[src/rtl/osd_perm_sched_if.sv]
// Job/result handshake bundle for the OSD column-permutation sequencer,
// including the side channel to the external combinational column permuter.
interface osd_perm_sched_if #(
  parameter int N     = 8,
  parameter int K     = 4,
  parameter int IDX_W = $clog2(N),
  parameter int REL_W = 8
);
  logic                 in_valid;
  logic                 in_ready;
  logic [N*REL_W-1:0]   rel_flat;
  logic [K*N-1:0]       g_flat;
  logic [N*IDX_W-1:0]   perm_lambda;
  logic [K*N-1:0]       perm_g;
  logic [K*N-1:0]       perm_gp;
  logic                 out_valid;
  logic                 out_ready;
  logic [K*N-1:0]       gp_flat;
  logic [N*IDX_W-1:0]   lambda_out;

  // Sequencer side: receives jobs, drives the permuter, presents results.
  modport slave (
    input  in_valid, rel_flat, g_flat, perm_gp, out_ready,
    output in_ready, perm_lambda, perm_g, out_valid, gp_flat, lambda_out
  );

  // Environment side: job source, permuter and result sink.
  modport master (
    output in_valid, rel_flat, g_flat, perm_gp, out_ready,
    input  in_ready, perm_lambda, perm_g, out_valid, gp_flat, lambda_out
  );
endinterface

[src/rtl/osd_perm_sched.sv]
// OSD permutation sequencer: odd-even transposition sort of reliabilities
// (one pass per cycle) to build lambda1, then capture of the permuted G.
module osd_perm_sched #(
  parameter int N     = 8,
  parameter int K     = 4,
  parameter int IDX_W = $clog2(N),
  parameter int REL_W = 8
) (
  input  logic               clk,
  input  logic               rst_n,
  osd_perm_sched_if.slave    bus,
  output logic               busy
);
  localparam int PASS_W = $clog2(N + 1);

  typedef enum logic [1:0] {S_IDLE, S_SORT, S_PERM, S_DONE} state_t;

  state_t               r_state;
  state_t               w_state_next;
  logic                 w_in_ready;
  logic                 w_out_valid;
  logic                 w_busy;

  logic [REL_W-1:0]     r_rel [N];
  logic [IDX_W-1:0]     r_idx [N];
  logic [REL_W-1:0]     w_rel_nx [N];
  logic [IDX_W-1:0]     w_idx_nx [N];
  logic [N-2:0]         w_act;
  logic [K*N-1:0]       r_g;
  logic [PASS_W-1:0]    r_pass;
  logic [K*N-1:0]       r_gp;
  logic [N*IDX_W-1:0]   r_lambda;
  logic [N*IDX_W-1:0]   w_lambda_flat;

  // A pair is active when its left index has the pass parity and the right
  // element ranks higher (larger magnitude, or equal with lower origin index).
  genvar gi;
  generate
    for (gi = 0; gi < N - 1; gi++) begin : g_cmp
      assign w_act[gi] = (r_pass[0] == 1'(gi % 2)) &&
                         ((r_rel[gi] < r_rel[gi+1]) ||
                          ((r_rel[gi] == r_rel[gi+1]) && (r_idx[gi] > r_idx[gi+1])));
    end

    for (gi = 0; gi < N; gi++) begin : g_elem
      if (gi == 0) begin : g_first
        assign w_rel_nx[gi] = w_act[0] ? r_rel[1] : r_rel[0];
        assign w_idx_nx[gi] = w_act[0] ? r_idx[1] : r_idx[0];
      end else if (gi == N - 1) begin : g_last
        assign w_rel_nx[gi] = w_act[N-2] ? r_rel[N-2] : r_rel[N-1];
        assign w_idx_nx[gi] = w_act[N-2] ? r_idx[N-2] : r_idx[N-1];
      end else begin : g_mid
        assign w_rel_nx[gi] = w_act[gi]   ? r_rel[gi+1] :
                              w_act[gi-1] ? r_rel[gi-1] : r_rel[gi];
        assign w_idx_nx[gi] = w_act[gi]   ? r_idx[gi+1] :
                              w_act[gi-1] ? r_idx[gi-1] : r_idx[gi];
      end
      assign w_lambda_flat[gi*IDX_W +: IDX_W] = r_idx[gi];
    end
  endgenerate

  always_ff @(posedge clk or negedge rst_n) begin
    if (!rst_n) begin
      r_state <= S_IDLE;
    end else begin
      r_state <= w_state_next;
    end
  end

  always_comb begin
    w_state_next = r_state;
    w_in_ready   = 1'b0;
    w_out_valid  = 1'b0;
    w_busy       = 1'b1;
    case (r_state)
      S_IDLE: begin
        w_in_ready = 1'b1;
        w_busy     = 1'b0;
        if (bus.in_valid) w_state_next = S_SORT;
      end
      S_SORT: begin
        if (r_pass == PASS_W'(N - 1)) w_state_next = S_PERM;
      end
      S_PERM: begin
        w_state_next = S_DONE;
      end
      S_DONE: begin
        w_out_valid = 1'b1;
        if (bus.out_ready) w_state_next = S_IDLE;
      end
      default: w_state_next = S_IDLE;
    endcase
  end

  // Index registers come out of reset as the identity so lambda is always a
  // valid permutation, even before the first job.
  always_ff @(posedge clk or negedge rst_n) begin
    if (!rst_n) begin
      for (int c = 0; c < N; c++) begin
        r_rel[c] <= '0;
        r_idx[c] <= IDX_W'(c);
      end
      r_g      <= '0;
      r_pass   <= '0;
      r_gp     <= '0;
      r_lambda <= '0;
    end else begin
      case (r_state)
        S_IDLE: begin
          if (bus.in_valid) begin
            for (int c = 0; c < N; c++) begin
              r_rel[c] <= bus.rel_flat[c*REL_W +: REL_W];
              r_idx[c] <= IDX_W'(c);
            end
            r_g    <= bus.g_flat;
            r_pass <= '0;
          end
        end
        S_SORT: begin
          for (int c = 0; c < N; c++) begin
            r_rel[c] <= w_rel_nx[c];
            r_idx[c] <= w_idx_nx[c];
          end
          r_pass <= r_pass + PASS_W'(1);
        end
        S_PERM: begin
          r_gp     <= bus.perm_gp;
          r_lambda <= w_lambda_flat;
        end
        default: ;
      endcase
    end
  end

  assign bus.in_ready    = w_in_ready;
  assign bus.out_valid   = w_out_valid;
  assign bus.perm_lambda = w_lambda_flat;
  assign bus.perm_g      = r_g;
  assign bus.gp_flat     = r_gp;
  assign bus.lambda_out  = r_lambda;
  assign busy            = w_busy;
endmodule

[src/flat_wrapper.sv]
// flat-port wrapper written by rule: the top's interface ports become plain ports
module osd_perm_sched_flat 
#(
  parameter int N     = 8,
  parameter int K     = 4,
  parameter int IDX_W = $clog2(N),
  parameter int REL_W = 8
)
  (clk, rst_n, busy, bus_in_valid, bus_rel_flat, bus_g_flat, bus_perm_gp, bus_out_ready, bus_in_ready, bus_perm_lambda, bus_perm_g, bus_out_valid, bus_gp_flat, bus_lambda_out);
  osd_perm_sched_if #(.N(N), .K(K), .IDX_W(IDX_W), .REL_W(REL_W)) bus_i ();
  input  logic clk;
  input  logic rst_n;
  output logic busy;
  input wire logic [$bits(bus_i.in_valid)-1:0] bus_in_valid;
  input wire logic [$bits(bus_i.rel_flat)-1:0] bus_rel_flat;
  input wire logic [$bits(bus_i.g_flat)-1:0] bus_g_flat;
  input wire logic [$bits(bus_i.perm_gp)-1:0] bus_perm_gp;
  input wire logic [$bits(bus_i.out_ready)-1:0] bus_out_ready;
  output wire logic [$bits(bus_i.in_ready)-1:0] bus_in_ready;
  output wire logic [$bits(bus_i.perm_lambda)-1:0] bus_perm_lambda;
  output wire logic [$bits(bus_i.perm_g)-1:0] bus_perm_g;
  output wire logic [$bits(bus_i.out_valid)-1:0] bus_out_valid;
  output wire logic [$bits(bus_i.gp_flat)-1:0] bus_gp_flat;
  output wire logic [$bits(bus_i.lambda_out)-1:0] bus_lambda_out;
  assign bus_i.in_valid = bus_in_valid;
  assign bus_i.rel_flat = bus_rel_flat;
  assign bus_i.g_flat = bus_g_flat;
  assign bus_i.perm_gp = bus_perm_gp;
  assign bus_i.out_ready = bus_out_ready;
  assign bus_in_ready = bus_i.in_ready;
  assign bus_perm_lambda = bus_i.perm_lambda;
  assign bus_perm_g = bus_i.perm_g;
  assign bus_out_valid = bus_i.out_valid;
  assign bus_gp_flat = bus_i.gp_flat;
  assign bus_lambda_out = bus_i.lambda_out;
  osd_perm_sched #(.N(N), .K(K), .IDX_W(IDX_W), .REL_W(REL_W)) u_core (.clk(clk), .rst_n(rst_n), .bus(bus_i), .busy(busy));
endmodule
[config.mk]
export PLATFORM = sky130hd
export DESIGN_NAME = osd_perm_sched_flat
export DESIGN_NICKNAME = d
export VERILOG_FILES = /design/src/rtl/osd_perm_sched_if.sv /design/src/rtl/osd_perm_sched.sv /design/src/flat_wrapper.sv
export SDC_FILE = /design/constraint.sdc
export NUM_CORES = 1
export LEC_CHECK = 0
export ABC_AREA = 1
export CAP_MARGIN = 20
export CORE_ASPECT_RATIO = 1.5
export CORE_MARGIN = 5
export CORE_UTILIZATION = 35
export CTS_CLUSTER_DIAMETER = 50
export DETAILED_ROUTE_END_ITERATION = 7
export SLEW_MARGIN = 20
export SYNTH_ARGS = -nofsm -noshare
export SYNTH_HDL_FRONTEND = slang
export SYNTH_SLANG_ARGS = --single-unit
[constraint.sdc]
create_clock -name clk -period 2.47 [get_ports clk]
set_input_delay 0.494 -clock clk [delete_from_list [all_inputs] [get_ports clk]]
set_output_delay 0.494 -clock clk [all_outputs]
set_load 0.01 [all_outputs]
==> impl_metrics.py <==
metrics = {
    "run_status": {
        "outcome": "finished clean",
    },
    "logic_synthesis": {
        "yosys-top-cells-count": "545 x nand2_1, 170 x dfrtp_1, 144 x nand3_1",
        "postSynthAreaPerCell_um2": 7.67,
        "synth-edff-count": 0,
        "ys.flop_type": "dfrtp_1",
        "syn_inst": 1403,
        "synthSimpleGateAreaFrac": 0.305,
        "synthTopCellsByArea": "dfrtp_1 40%, nand2_1 19%, ha_1 9.5%",
        "synth_compound_area_frac": 0.0658,
        "synth_cell_types": 33,
        "synthArstFlopShare": 1.00,
        "ys_seq_area_frac": 0.424,
        "synth_mux_area_frac": 0.0345,
        "synth-xor-area-share": 0,
        "synth_fa_ha_area_frac": 0.0953,
        "yosys_warnings": 0,
        "yosysMostFrequentCell": "nand2_1",
        "synth.largest_area_cell": "dfrtp_1",
        "ys_ff_latch": 182,
        "synth_top_family_by_area": "simple AND/OR/NAND/NOR gates",
        "syn_nets": 1617,
        "synth_top_area_frac": 0.395,
        "synthesis.area_um2": 10800,
    },
    "route": {
        "wl_per_cell_um": 16.7,
        "drc": 0,
        "drt-initial-drc-count": 602,
        "via_per_inst": 4.78,
        "num_vias": 9822,
        "first_pass_iters": 5,
        "drt_wl_total_um": 34400,
        "detail-route-antenna-nets": 0,
    },
    "worst_setup_path": {
        "crit_arrival_ns": 1.85,
        "rr_worst_depth": 13,
        "end_kind": "output port",
        "startpoint_type": "register",
        "crit_end": "bus_in_ready",
        "rrSetupSlack_ns": 0.16,
        "cp_cell_sequence": "inv_1 -> ha_1 -> clkdlybuf4s50_1",
        "worst_r2r_endpoint": "u_core.r_rel[11]$_DFFE_PN0P_",
        "cpMaxStageDelayCell": "clkdlybuf4s50_1",
        "cp.depth": 3,
        "crit_family": "buffers and inverters",
        "path_buf_inv": 2,
        "crit_required_ns": 1.98,
        "crit_fanout": 4,
        "critPathMaxStageDelay_ns": 0.58,
        "worstSetupPathType": "reg2out",
        "worstReg2RegStart": "u_core.bus.perm_lambda[19]$_DFFE_PN1P_",
        "cp-startpoint": "u_core.r_state[0]$_DFFE_PN0P_",
    },
    "global_routing": {
        "grt_pass1_vias": 9673,
        "grt_overflow": 0,
        "gr-usage-all-layers": 0.195,
        "grt-busiest-layer": "met2",
        "grt_max_degree": 66,
        "use_met1": 0.228,
        "grt_pass1_wl_um": 53500,
        "grt_antenna_before_repair": 0,
        "grt_util_met3": 0.0268,
        "use_met2": 0.366,
    },
    "clock_tree": {
        "htree_levels": 4,
        "cts_tree": "yes",
        "cts_made_buffers": 17,
        "clk_pin_slew_ns": 0.08,
        "cts.sinks": 182,
        "worstSkewPairLatency_ns": 0.44,
        "cts_buffer_depth": 2,
        "cts_root_buffer": "clkbuf_16",
    },
    "timing": {
        "tightest_slew_ns": 0.508,
        "final_max_slew_viol_count": 0,
        "setup_violations": 0,
        "setup_ws_ns": 0.123,
        "worst_clock_skew_ns": 0.0115,
        "period_needed_ns": 2.35,
        "slew_headroom": 0.661,
        "min_period_over_period": 0.950,
        "hold_viol": 0,
        "fin_setup_tns_ns": 0,
        "fmax_mhz": 426,
        "hold_slack_ns": 0.481,
        "rsz0062_at_grt": "false",
    },
    "floorplanning": {
        "die_w_um": 153,
        "fp-row-count": 78,
        "fp.dieH_um": 225,
        "start_util": 0.355,
        "dieArea_um2": 34400,
        "core_um2": 30400,
        "ios": 247,
    },
    "power_and_ir_drop": {
        "p_leak_nw": 7.21,
        "vdd_drop_max_v": 0.000681,
        "power_density_nw_per_um2": 1510,
    },
    "final_layout": {
        "antenna_cells": 0,
        "fin_nets": 1855,
        "area_growth_syn_to_layout_pct": 34.0,
        "design_area_um2": 14400,
        "fin_cells": 2054,
        "drive_gt1_frac": 0.0961,
    },
    "placement": {
        "io_buffers": 246,
        "dpl.cell_count": 2020,
        "dp_worst_setup_slack_ns": -0.0334,
        "gp_congestion": 0.853,
        "hpwl_um": 26800,
        "place_area_um2": 13700,
    },
    "min_path": {
        "hold_path.class": "reg2reg",
    },
    "flow_run": {
        "max-cap-violations": 0,
    },
}
cell type report:
class | instances | area, µm²
Fill cell | 2957 | 15900
Tap cell | 400 | 500
Clock inverter | 15 | 233
Timing Repair Buffer | 282 | 2790
Sequential cell | 182 | 4570
Clock buffer | 17 | 425
Multi-Input combinational cell | 1031 | 5440
Inverter | 127 | 484
what timing repair did:
item	4_1_cts	5_1_grt
resized for setup	2	6
endpoints found under the hold margin	32	0
setup endpoints to repair	12	41
pin swaps	0	1
buffers inserted	0	1
hold buffers	1	0
placed cells by master (no fill, tap or decap), types with 2 or more instances in the layout:
cell             count
bufinv_16            4
buf_4               31
nand4_1              6
nand2_1            544
o21ai_2              3
a21oi_1             49
inv_6                2
nor2_1              58
ha_1                80
dfrtp_1            170
nand2_4             11
a21o_1               6
mux2_2              33
a21oi_4              2
inv_1              119
nand2_2             13
nand3b_1             4
clkdlybuf4s50_1    244
nand3_2              2
o21bai_1             2
o21ai_0             60
buf_12               4
clkbuf_16           17
clkinv_4             4
inv_8                4
dfstp_2             12
inv_2                6
nor2_2               3
o21ai_1              4
nand3_1            144
layer usage:
layer,part of all wire,up-vias
met5,0,-
met1,0.40,4604
li1,-,4958
met3,0.031,43
met4,0.023,0
met2,0.55,217
stage by stage:
stage / util / total power, mW
after global routing: 0.476 / 23.9
after detailed placement: 0.452 / 18.8
final: 0.476 / 21.8
after floorplan: - / 13.8
after CTS: 0.474 / 22.0
after global placement: 0.452 / 18.5
cells by family after synthesis:
family,Yosys count
flops,182
simple gates,787
buf+inv,190
mux,33
fa+ha+maj,82
compound gates,129
state kept, by name, indices dropped and copies added (netlist names):
| signal | flops |
|---|---|
| u_core.bus.gp_flat | 32 |
| u_core.bus.lambda_out | 24 |
| u_core.bus.perm_g | 32 |
| u_core.bus.perm_lambda | 24 |
| u_core.r_pass | 4 |
| u_core.r_rel | 64 |
| u_core.r_state | 2 |
worst min path at each step:
stage / end / depth (start not counted) / startpoint
floorplan: u_core.bus.gp_flat[0]$_DFFE_PN0P_ / 0 / rst_n
global placement: u_core.r_rel[3]$_DFFE_PN0P_ / 1 / rst_n
detailed placement: u_core.r_rel[3]$_DFFE_PN0P_ / 1 / rst_n
CTS: u_core.bus.perm_g[28]$_DFFE_PN0P_ / 2 / u_core.bus.perm_g[28]$_DFFE_PN0P_
global route: u_core.bus.perm_g[27]$_DFFE_PN0P_ / 2 / u_core.bus.perm_g[27]$_DFFE_PN0P_
finish: u_core.bus.perm_g[28]$_DFFE_PN0P_ / 2 / u_core.bus.perm_g[28]$_DFFE_PN0P_
tightest hold or removal path, cell delays in order (launching register included):
cell     delay [ns]
dfrtp_1        0.34
nand2_1        0.05
nand2_1        0.05
power by group:
part	leakage, nW	total [mW]	switching (mW)	internal, mW
Combinational	4.67	13.2	7.77	5.39
Clock	0.319	3.08	1.34	1.74
Sequential	2.22	5.59	1.05	4.54
(Power assumes the default switching activity.)
